[src/rtl/chess_pkg.sv]
// Shared chess definitions: piece codes, colour helper, controller states
// and the start position used to reset the board.
package chess_pkg;

    typedef logic [3:0] piece_t;

    // White pieces use codes 0-5 and black pieces use codes 6-11.
    localparam piece_t W_ROOK   = 4'd0;
    localparam piece_t W_KNIGHT = 4'd1;
    localparam piece_t W_BISHOP = 4'd2;
    localparam piece_t W_QUEEN  = 4'd3;
    localparam piece_t W_KING   = 4'd4;
    localparam piece_t W_PAWN   = 4'd5;
    localparam piece_t B_ROOK   = 4'd6;
    localparam piece_t B_KNIGHT = 4'd7;
    localparam piece_t B_BISHOP = 4'd8;
    localparam piece_t B_QUEEN  = 4'd9;
    localparam piece_t B_KING   = 4'd10;
    localparam piece_t B_PAWN   = 4'd11;
    localparam piece_t EMPTY    = 4'd15;

    typedef enum logic [1:0] {
        ST_IDLE     = 2'd0,
        ST_SRC_HELD = 2'd1,
        ST_CHECK    = 2'd2,
        ST_HALT     = 2'd3
    } ctrl_state_t;

    typedef enum logic [1:0] {
        COLOR_WHITE = 2'd0,
        COLOR_BLACK = 2'd1,
        COLOR_NONE  = 2'd2
    } color_t;

    // Codes 12-15 belong to nobody; 15 is the empty square.
    function automatic color_t piece_color(input piece_t code);
        if (code <= W_PAWN)
            return COLOR_WHITE;
        else if (code <= B_PAWN)
            return COLOR_BLACK;
        else
            return COLOR_NONE;
    endfunction

    function automatic logic is_king(input piece_t code);
        return (code == W_KING) || (code == B_KING);
    endfunction

    // Indexed [y][x]; black occupies rows 0-1, white rows 6-7.
    localparam piece_t START_BOARD [8][8] = '{
        '{B_ROOK, B_KNIGHT, B_BISHOP, B_QUEEN, B_KING, B_BISHOP, B_KNIGHT, B_ROOK},
        '{B_PAWN, B_PAWN, B_PAWN, B_PAWN, B_PAWN, B_PAWN, B_PAWN, B_PAWN},
        '{EMPTY, EMPTY, EMPTY, EMPTY, EMPTY, EMPTY, EMPTY, EMPTY},
        '{EMPTY, EMPTY, EMPTY, EMPTY, EMPTY, EMPTY, EMPTY, EMPTY},
        '{EMPTY, EMPTY, EMPTY, EMPTY, EMPTY, EMPTY, EMPTY, EMPTY},
        '{EMPTY, EMPTY, EMPTY, EMPTY, EMPTY, EMPTY, EMPTY, EMPTY},
        '{W_PAWN, W_PAWN, W_PAWN, W_PAWN, W_PAWN, W_PAWN, W_PAWN, W_PAWN},
        '{W_ROOK, W_KNIGHT, W_BISHOP, W_QUEEN, W_KING, W_BISHOP, W_KNIGHT, W_ROOK}
    };

endpackage

[src/rtl/board_state_reg.sv]
// Authoritative 8x8 board. One commit port moves a piece: the destination
// takes the piece and the source becomes empty in the same clock edge.
// The code currently at the destination is reported so the caller can see
// what a commit is about to capture.
module board_state_reg
    import chess_pkg::*;
(
    input  logic   clk,
    input  logic   reset,
    input  logic   commit_en,
    input  logic [2:0] src_x,
    input  logic [2:0] src_y,
    input  logic [2:0] dst_x,
    input  logic [2:0] dst_y,
    input  piece_t commit_piece,
    output piece_t board [8][8],
    output piece_t dst_piece
);

    piece_t board_reg [8][8];

    // Reset to the start position; a commit writes both squares at once,
    // with the destination write winning if the squares ever coincide.
    always_ff @(posedge clk or posedge reset) begin
        if (reset) begin
            for (int y = 0; y < 8; y++) begin
                for (int x = 0; x < 8; x++) begin
                    board_reg[y][x] <= START_BOARD[y][x];
                end
            end
        end else if (commit_en) begin
            board_reg[src_y][src_x] <= EMPTY;
            board_reg[dst_y][dst_x] <= commit_piece;
        end
    end

    genvar gi;
    generate
        for (gi = 0; gi < 8; gi++) begin : g_row
            assign board[gi] = board_reg[gi];
        end
    endgenerate

    assign dst_piece = board_reg[dst_y][dst_x];

endmodule

[src/rtl/move_controller.sv]
// Move-check initiator: turns cursor selects into source/destination pairs,
// asks the external validator for a verdict and commits or rejects the move.
// Build option: define TURN_ENFORCE_EN to restrict sources to the side to move;
// without it any piece may be picked up and turn is kept for display only.
module move_controller
    import chess_pkg::*;
(
    input  logic       clk,
    input  logic       reset,
    input  logic       sel_valid,
    input  logic [2:0] sel_x,
    input  logic [2:0] sel_y,
    input  logic       cancel,
    output logic [2:0] req_old_x,
    output logic [2:0] req_old_y,
    output logic [2:0] req_new_x,
    output logic [2:0] req_new_y,
    output logic [3:0] req_piece,
    output logic       req_valid,
    input  logic       rsp_valid,
    input  logic       rsp_move_ok,
    output piece_t     board_out [8][8],
    output logic       turn,
    output logic       src_held,
    output logic [2:0] src_x,
    output logic [2:0] src_y,
    output logic       move_done,
    output logic       move_rej,
    output logic       game_over
);

    ctrl_state_t state_reg;
    logic [2:0]  src_x_reg, src_y_reg, dst_x_reg, dst_y_reg;
    piece_t      src_piece_reg;
    logic [2:0]  req_old_x_reg, req_old_y_reg, req_new_x_reg, req_new_y_reg;
    piece_t      req_piece_reg;
    logic        turn_reg, src_held_reg;
    logic        move_done_reg, move_rej_reg, game_over_reg;

    piece_t      sel_piece;
    piece_t      dst_piece;
    logic        commit_en;
    logic        sel_is_source;
    logic        sel_is_own;

    board_state_reg u_board (
        .clk          (clk),
        .reset        (reset),
        .commit_en    (commit_en),
        .src_x        (src_x_reg),
        .src_y        (src_y_reg),
        .dst_x        (dst_x_reg),
        .dst_y        (dst_y_reg),
        .commit_piece (src_piece_reg),
        .board        (board_out),
        .dst_piece    (dst_piece)
    );

    assign sel_piece = board_out[sel_y][sel_x];

`ifdef TURN_ENFORCE_EN
    color_t turn_color;
    assign turn_color    = turn_reg ? COLOR_BLACK : COLOR_WHITE;
    // Only the side to move may pick up a piece; its own pieces block a move.
    assign sel_is_source = (piece_color(sel_piece) == turn_color);
    assign sel_is_own    = sel_is_source;
`else
    // Any piece may be picked up; the destination is "own" when it shares
    // the colour of the held piece.
    assign sel_is_source = (piece_color(sel_piece) != COLOR_NONE);
    assign sel_is_own    = (piece_color(sel_piece) == piece_color(src_piece_reg));
`endif

    assign commit_en = (state_reg == ST_CHECK) && rsp_valid && rsp_move_ok;

    // Select/validate/commit sequencing with all outputs registered.
    always_ff @(posedge clk or posedge reset) begin
        if (reset) begin
            state_reg     <= ST_IDLE;
            src_x_reg     <= 3'd0;
            src_y_reg     <= 3'd0;
            dst_x_reg     <= 3'd0;
            dst_y_reg     <= 3'd0;
            src_piece_reg <= EMPTY;
            req_old_x_reg <= 3'd0;
            req_old_y_reg <= 3'd0;
            req_new_x_reg <= 3'd0;
            req_new_y_reg <= 3'd0;
            req_piece_reg <= 4'd0;
            turn_reg      <= 1'b0;
            src_held_reg  <= 1'b0;
            move_done_reg <= 1'b0;
            move_rej_reg  <= 1'b0;
            game_over_reg <= 1'b0;
        end else begin
            move_done_reg <= 1'b0;
            move_rej_reg  <= 1'b0;
            case (state_reg)
                ST_IDLE: begin
                    if (sel_valid && sel_is_source) begin
                        src_x_reg     <= sel_x;
                        src_y_reg     <= sel_y;
                        src_piece_reg <= sel_piece;
                        src_held_reg  <= 1'b1;
                        state_reg     <= ST_SRC_HELD;
                    end
                end
                ST_SRC_HELD: begin
                    if (cancel) begin
                        src_held_reg <= 1'b0;
                        state_reg    <= ST_IDLE;
                    end else if (sel_valid) begin
                        if (sel_x == src_x_reg && sel_y == src_y_reg) begin
                            src_held_reg <= 1'b0;
                            state_reg    <= ST_IDLE;
                        end else if (sel_is_own) begin
                            src_x_reg     <= sel_x;
                            src_y_reg     <= sel_y;
                            src_piece_reg <= sel_piece;
                        end else begin
                            dst_x_reg     <= sel_x;
                            dst_y_reg     <= sel_y;
                            req_old_x_reg <= src_x_reg;
                            req_old_y_reg <= src_y_reg;
                            req_new_x_reg <= sel_x;
                            req_new_y_reg <= sel_y;
                            req_piece_reg <= src_piece_reg;
                            state_reg     <= ST_CHECK;
                        end
                    end
                end
                ST_CHECK: begin
                    if (rsp_valid) begin
                        req_old_x_reg <= 3'd0;
                        req_old_y_reg <= 3'd0;
                        req_new_x_reg <= 3'd0;
                        req_new_y_reg <= 3'd0;
                        req_piece_reg <= 4'd0;
                        src_held_reg  <= 1'b0;
                        if (rsp_move_ok) begin
                            move_done_reg <= 1'b1;
                            turn_reg      <= ~turn_reg;
                            if (is_king(dst_piece)) begin
                                game_over_reg <= 1'b1;
                                state_reg     <= ST_HALT;
                            end else begin
                                state_reg <= ST_IDLE;
                            end
                        end else begin
                            move_rej_reg <= 1'b1;
                            state_reg    <= ST_IDLE;
                        end
                    end
                end
                ST_HALT: begin
                    state_reg <= ST_HALT;
                end
                default: begin
                    state_reg <= ST_IDLE;
                end
            endcase
        end
    end

    assign req_valid = (state_reg == ST_CHECK);
    assign req_old_x = req_old_x_reg;
    assign req_old_y = req_old_y_reg;
    assign req_new_x = req_new_x_reg;
    assign req_new_y = req_new_y_reg;
    assign req_piece = req_piece_reg;
    assign turn      = turn_reg;
    assign src_held  = src_held_reg;
    assign src_x     = src_x_reg;
    assign src_y     = src_y_reg;
    assign move_done = move_done_reg;
    assign move_rej  = move_rej_reg;
    assign game_over = game_over_reg;

endmodule

[config.mk]
export PLATFORM = sky130hd
export DESIGN_NAME = move_controller
export DESIGN_NICKNAME = d
export VERILOG_FILES = /design/src/rtl/chess_pkg.sv /design/src/rtl/board_state_reg.sv /design/src/rtl/move_controller.sv
export SDC_FILE = /design/constraint.sdc
export NUM_CORES = 1
export LEC_CHECK = 0
export BUFFER_PORTS_ARGS = -buffer_cell sky130_fd_sc_hd__buf_2
export CAP_MARGIN = 20
export CORE_MARGIN = 2
export CORE_UTILIZATION = 55
export DETAILED_ROUTE_END_ITERATION = 12
export PLACE_DENSITY = 0.79
export RECOVER_POWER = 25
export SYNTH_ARGS = -nofsm -noshare
export SYNTH_HDL_FRONTEND = slang
export SYNTH_SLANG_ARGS = --single-unit
[constraint.sdc]
create_clock -name clk -period 11.4 [get_ports clk]
set_input_delay 2.28 -clock clk [delete_from_list [all_inputs] [get_ports clk]]
set_output_delay 2.28 -clock clk [all_outputs]
set_load 0.05 [all_outputs]
# Yosys cells after proc, flatten, opt, wreduce, memory -nomap -nowiden
# Cells that the tools add are included.
[totals]
word_cells = 235
in_bits = 12
reg_bits = 295
[op_classes]
n_eq_ne = 19
reduce_logical = 20
magnitude_cmp = 14
bitwise = 11
n_mux = 91
[op_table]
columns = ["op", "n"]
rows = [
  ["$bwmux 256", 1],
  ["$or 256x256->256", 1],
  ["$bmux 32 s3", 2],
  ["$demux 32 s3", 2],
  ["$mux 32", 6],
  ["$mux 3", 27],
  ["$mux 4", 16],
  ["$pmux 3 s2", 6],
  ["$bmux 4 s3", 2],
  ["$demux 4 s3", 2],
  ["$ge 4x4->1 const B", 6],
  ["$mux 2", 12],
  ["$not 3->4", 6],
  ["$lt 4x1->1 const B", 4],
  ["$pmux 4 s2", 2],
  ["$ne 2x2->1 const B", 7],
  ["$reduce_and 6->1", 2],
  ["$mux 1", 11],
  ["$reduce_and 5->1", 2],
  ["$le 4x3->1 const B", 2],
  ["$le 4x4->1 const B", 2],
  ["$logic_and 1x1->1", 8],
  ["$pmux 2 s4", 1],
  ["$reduce_and 4->1", 2],
  ["other kinds (16)", 23],
]

# Longest topological paths before layout
[logic_depth]
word_depth = 16
ltp_mapped = 15
mapped_depth_nobuf = 9

# By module
# Synthesis repeated with hierarchy kept, for this count alone.
[unflattened]
hier_cells = 1556
area_unflattened_um2 = 17247.8
[by_module_without_submodules]
columns = ["mod", "area_per_inst_um2", "seq_area_each_um2", "cells_each", "n_inst"]
rows = [
  ["board_state_reg", 12757.2, 6645.1, 1102, 1],
  ["move_controller", 4490.6, 980.9, 454, 1],
]

# Least setup slack after synthesis
# Ideal clock, no wire load.
[synth_path]
path_kind = "input-to-reg"
from = "input sel_y[1]"
to = "register src_piece_reg[0]"
setup_slack_ns = 6.179
n_path_buf = 6
setup_ns = 0.082
path_stages = 10
required_time_ns = 11.318
arrival_ns = 5.139
cell_sequence = "buf_2 buf_4 buf_4 buf_4 clkbuf_1 clkbuf_1 mux4_2 mux4_2 mux4_2 mux2_2"
[synth_via]
elab_chain_len = 14
[synth_lines]
columns = ["element", "line_no", "source"]
rows = [
  ["start: declaration", "move_controller.sv:12", "input logic [2:0] sel_y,"],
  ["$not 3->4 (implied by the code)", "move_controller.sv:59", "assign sel_piece = board_out[sel_y][sel_x];"],
  ["$bmux 32 s3", "move_controller.sv:59", ""],
  ["$mux 32 (implied by the code) (2 in a row)", "move_controller.sv:59", ""],
  ["$bmux 4 s3", "move_controller.sv:59", ""],
  ["$mux 4 (implied by the code) (2 in a row)", "move_controller.sv:59", ""],
  ["$le 4x4->1", "chess_pkg.sv:39", "else if (code <= B_PAWN)"],
  ["$mux 2", "chess_pkg.sv:39", ""],
  ["$mux 2", "chess_pkg.sv:37", "if (code <= W_PAWN)"],
  ["$ne 2x2->1", "move_controller.sv:70", "assign sel_is_source = (piece_color(sel_piece) != COLOR_NONE);"],
  ["$logic_and 1x1->1", "move_controller.sv:100", "if (sel_valid && sel_is_source) begin"],
  ["$ne 2x2->1 (no line)", "-", ""],
  ["$reduce_and 6->1 (no line)", "-", ""],
  ["end signal: assignment", "move_controller.sv:103", "src_piece_reg <= sel_piece;"],
  ["end signal: assignment", "move_controller.sv:119", "src_piece_reg <= sel_piece;"],
  ["end: declaration", "move_controller.sv:34", "piece_t src_piece_reg;"],
]
# Several ways; a longest one is shown, not always the timed one. The select of a mux whose other input is x is not followed.
# A chain may end at the register's enable or synchronous reset.

# Worst setup path after layout
[layout_path]
from = "input rsp_valid"
to = "register u_board.board_reg (netlist bit u_board.board[22])"
[layout_via]
elab_chain_len = 2
[layout_lines]
columns = ["element", "line_no", "source"]
rows = [
  ["start: declaration", "move_controller.sv:20", "input logic rsp_valid,"],
  ["$logic_and 1x1->1 (2 in a row)", "move_controller.sv:74", "assign commit_en = (state_reg == ST_CHECK) && rsp_valid && rsp_move_ok;"],
  ["end signal: indexed assignment", "board_state_reg.sv:28", "board_reg[y][x] <= START_BOARD[y][x];"],
  ["end signal: indexed assignment", "board_state_reg.sv:33", "board_reg[dst_y][dst_x] <= commit_piece;"],
  ["end: declaration", "board_state_reg.sv:20", "piece_t board_reg [8][8];"],
]
# Every way passes these cells.

==> impl_metrics.env <==
export IMPL_ys_flop_type="dfstp_2"
export IMPL_grt_max_degree=180
export IMPL_dieWidth_um=177.5
export IMPL_io_pins=296
export IMPL_grtUsageMet2=0.5898
export IMPL_violations="capacitance limit, slew limit"
export IMPL_ys_async_sr_fraction=1.000
export IMPL_die_area_um2=31500
export IMPL_met3_usage=0.1155
export IMPL_ys_types=67
export IMPL_syn_inst=1398
export IMPL_synth_area_per_cell_um2=11.84
export IMPL_critical_path_class="primary input to flop"
export IMPL_clockRootBuffer="clkbuf_16"
export IMPL_clk_latency_ns=0.58
export IMPL_finalCoreUtilization=0.6515
export IMPL_cp_start_kind="primary input"
export IMPL_wl_um=63600
export IMPL_final_common_cell="buf_2"
export IMPL_fin_setup_tns_ns=0
export IMPL_syn_num_nets=1414
export IMPL_post_route_period_util=0.5576
export IMPL_post_drt_wl_per_cell_um=31.22
export IMPL_layout_setup_ws_ns=5.044
export IMPL_tightest_slew_ns=5.086
export IMPL_drive_gt1_frac=0.4277
export IMPL_crit_required_ns=11.85
export IMPL_p_per_area_nw_per_um2=294.2
export IMPL_cts_resized=0
export IMPL_nets=1638
export IMPL_p_leak_nw=8.187
export IMPL_grt_pass1_vias=14720
export IMPL_ir_worst_vdd_mv=0.2103
export IMPL_drt_iter0_markers=2730
export IMPL_grt_pass1_wl_um=94450
export IMPL_end_kind="flop"
export IMPL_num_rows=63
export IMPL_io_buffers=295
export IMPL_dp_final_hpwl_um=42820
export IMPL_outcome="finished with violations"
export IMPL_slowest_delay_ns=1.41
export IMPL_vias=15380
export IMPL_slew_headroom=-2.409
export IMPL_skew_ns=0.01884
export IMPL_grt_util_met1=0.5420
export IMPL_fp_coreArea_um2=29640
export IMPL_dr_pass1_iters=6
export IMPL_top_usage_layer="met2"
export IMPL_antenna_found_initial=2
export IMPL_critPathArrivalTime_ns=6.81
export IMPL_clk_pin_slew_ns=0.06
export IMPL_hp_class="flop to flop"
export IMPL_drc=0
export IMPL_gp_congestion=0.9478
export IMPL_cts_tree="built"
export IMPL_hold_slack_ns=0.4716
export IMPL_ys_seq_area_frac=0.4608
export IMPL_synth_edff_count=0
export IMPL_cpMaxStageDelayCell="nor3_1"
export IMPL_cap_violations=2
export IMPL_dieHeight_um=177.5
export IMPL_area_growth_syn_to_layout_pct=16.66
export IMPL_finalHoldViolCount=0
export IMPL_htree_levels=1
export IMPL_layout_common_cells="buf_2, o22a_1, dfstp_2"
export IMPL_ant_nets=0
export IMPL_max_freq_ghz=0.1573
export IMPL_grt_util_all_layers=0.3983
export IMPL_cts_buffers=30
export IMPL_crit_path_max_fanout=46
export IMPL_post_route_min_period_ns=6.357
export IMPL_cts_max_path_buffers=3
export IMPL_crit_path_frequent_cell="clkbuf_1"
export IMPL_grt_ovfl_total=0
export IMPL_rsz0062_at_grt="false"
export IMPL_largest_register_ffs=256
export IMPL_cts_num_sinks=295
export IMPL_via_per_inst=7.551
export IMPL_synth_area_um2=16550
export IMPL_ys_seq_elements=295
export IMPL_pre_cts_slack_ns=4.846
export IMPL_start_util=0.5584
export IMPL_ctsHoldBuffers=0
export IMPL_ys_warnings_count=0
export IMPL_setup_viol=0
export IMPL_cts_setup_buffers=0
export IMPL_crit_chain="clkbuf_1 > nand3_1 > clkbuf_1 > nor3_1 > nand2_1 > o22a_1"
export IMPL_slew_violations=165
==> kinds of logic (layout without fill, tap and decap cells) <==
kind of cell,count (synthesis),count (layout),share of synthesized area
AO/OA/AOI/OAI,482,482,0.2398
AND/OR/NAND/NOR,309,309,0.08611
flip-flops,295,295,0.4608
multiplexers,152,152,0.1630
buffers and inverters,149,397,0.04362
XOR/XNOR,7,7,0.003704
adder cells (fa/ha/maj),4,4,0.003024
other,0,1,0
==> where the power goes <==
part | switching [W] | internal [W] | total (W)
Combinational | 0.00177 | 0.000720 | 0.00249
Clock | 0.000438 | 0.000718 | 0.00116
Sequential | 0.000602 | 0.00143 | 0.00203
==> metrics by stage <==
step / power [W] / cells / area, µm²
after CTS: 0.005580 / 2036 / 19320
after detailed placement: 0.004425 / 1980 / 18160
final: 0.005680 / 2037 / 19310
after global routing: 0.005803 / 2036 / 19310
after global placement: 0.004387 / 1978 / 18150
after floorplan: 0.003578 / 1398 / 16550
==> Yosys cell counts (4+ instances only) <==
cell type	instances	share of area
a211oi_1	5	0.0023
a21oi_1	9	0.0027
a221o_1	7	0.0042
a221oi_1	11	0.0058
a22o_1	5	0.0026
a22oi_1	121	0.055
a31oi_1	5	0.0019
and2_1	9	0.0034
and3_1	5	0.0019
and3b_1	7	0.0037
buf_1	23	0.0052
buf_12	4	0.0048
buf_2	12	0.0036
buf_4	10	0.0045
clkbuf_1	79	0.018
dfrtp_1	100	0.15
dfstp_2	195	0.31
ha_1	4	0.0030
inv_1	14	0.0032
mux2_2	38	0.026
mux2_4	10	0.0091
mux2i_1	22	0.013
mux4_1	14	0.022
mux4_2	68	0.093
nand2_1	110	0.025
nand2b_1	7	0.0026
nand3_1	14	0.0042
nand3b_1	4	0.0018
nand4_1	10	0.0038
nor2_1	102	0.023
nor2b_1	17	0.0064
nor3_1	7	0.0021
nor3b_1	10	0.0045
o21ai_0	14	0.0042
o221ai_1	7	0.0037
o22a_1	256	0.14
o22ai_1	5	0.0019
o2bb2ai_1	7	0.0037
xnor2_1	5	0.0026
==> final timing paths <==
kind,from,end,slack (ns),cells past startpoint
max reg2reg,state_reg[0]$_DFFE_PP0P_,u_board.board[22]$_DFFE_PP0P_,6.22,7
min reg2reg,turn$_DFFE_PP0P_,turn$_DFFE_PP0P_,0.47,1
min,turn$_DFFE_PP0P_,turn$_DFFE_PP0P_,0.47,1
max,rsp_valid,u_board.board[22]$_DFFE_PP0P_,5.04,6
max in group asynchronous,reset,dst_y_reg[2]$_DFFE_PP0P_,5.76,3
min in group asynchronous,reset,u_board.board[255]$_DFFE_PP0P_,3.29,2
==> metal layers <==
| metal | wire length, µm | share of wire |
|---|---|---|
| met1 | 22810 | 0.36 |
| met2 | 27700 | 0.44 |
| met3 | 9582 | 0.15 |
| met4 | 3506 | 0.055 |
| met5 | 0 | 0 |
==> final cells by class <==
cell class                 count  area [µm²]
clock inverter                13       241.5
tap                          390       488.0
fill                        2247       10330
antenna                        1       2.502
sequential                   295        7644
clock buffer                  43       922.1
multi-input combinational    954        8243
timing repair buffer         325        1707
inverter                      16       61.31
==> critical path, delay by kind of cell <==
kind | cells | cell delay (ns)
AND/OR/NAND/NOR | 3 | 2.75
buffers and inverters | 2 | 1.43
AO/OA/AOI/OAI | 1 | 0.32
No activity file was read; power rests on OpenSTA's default activity.
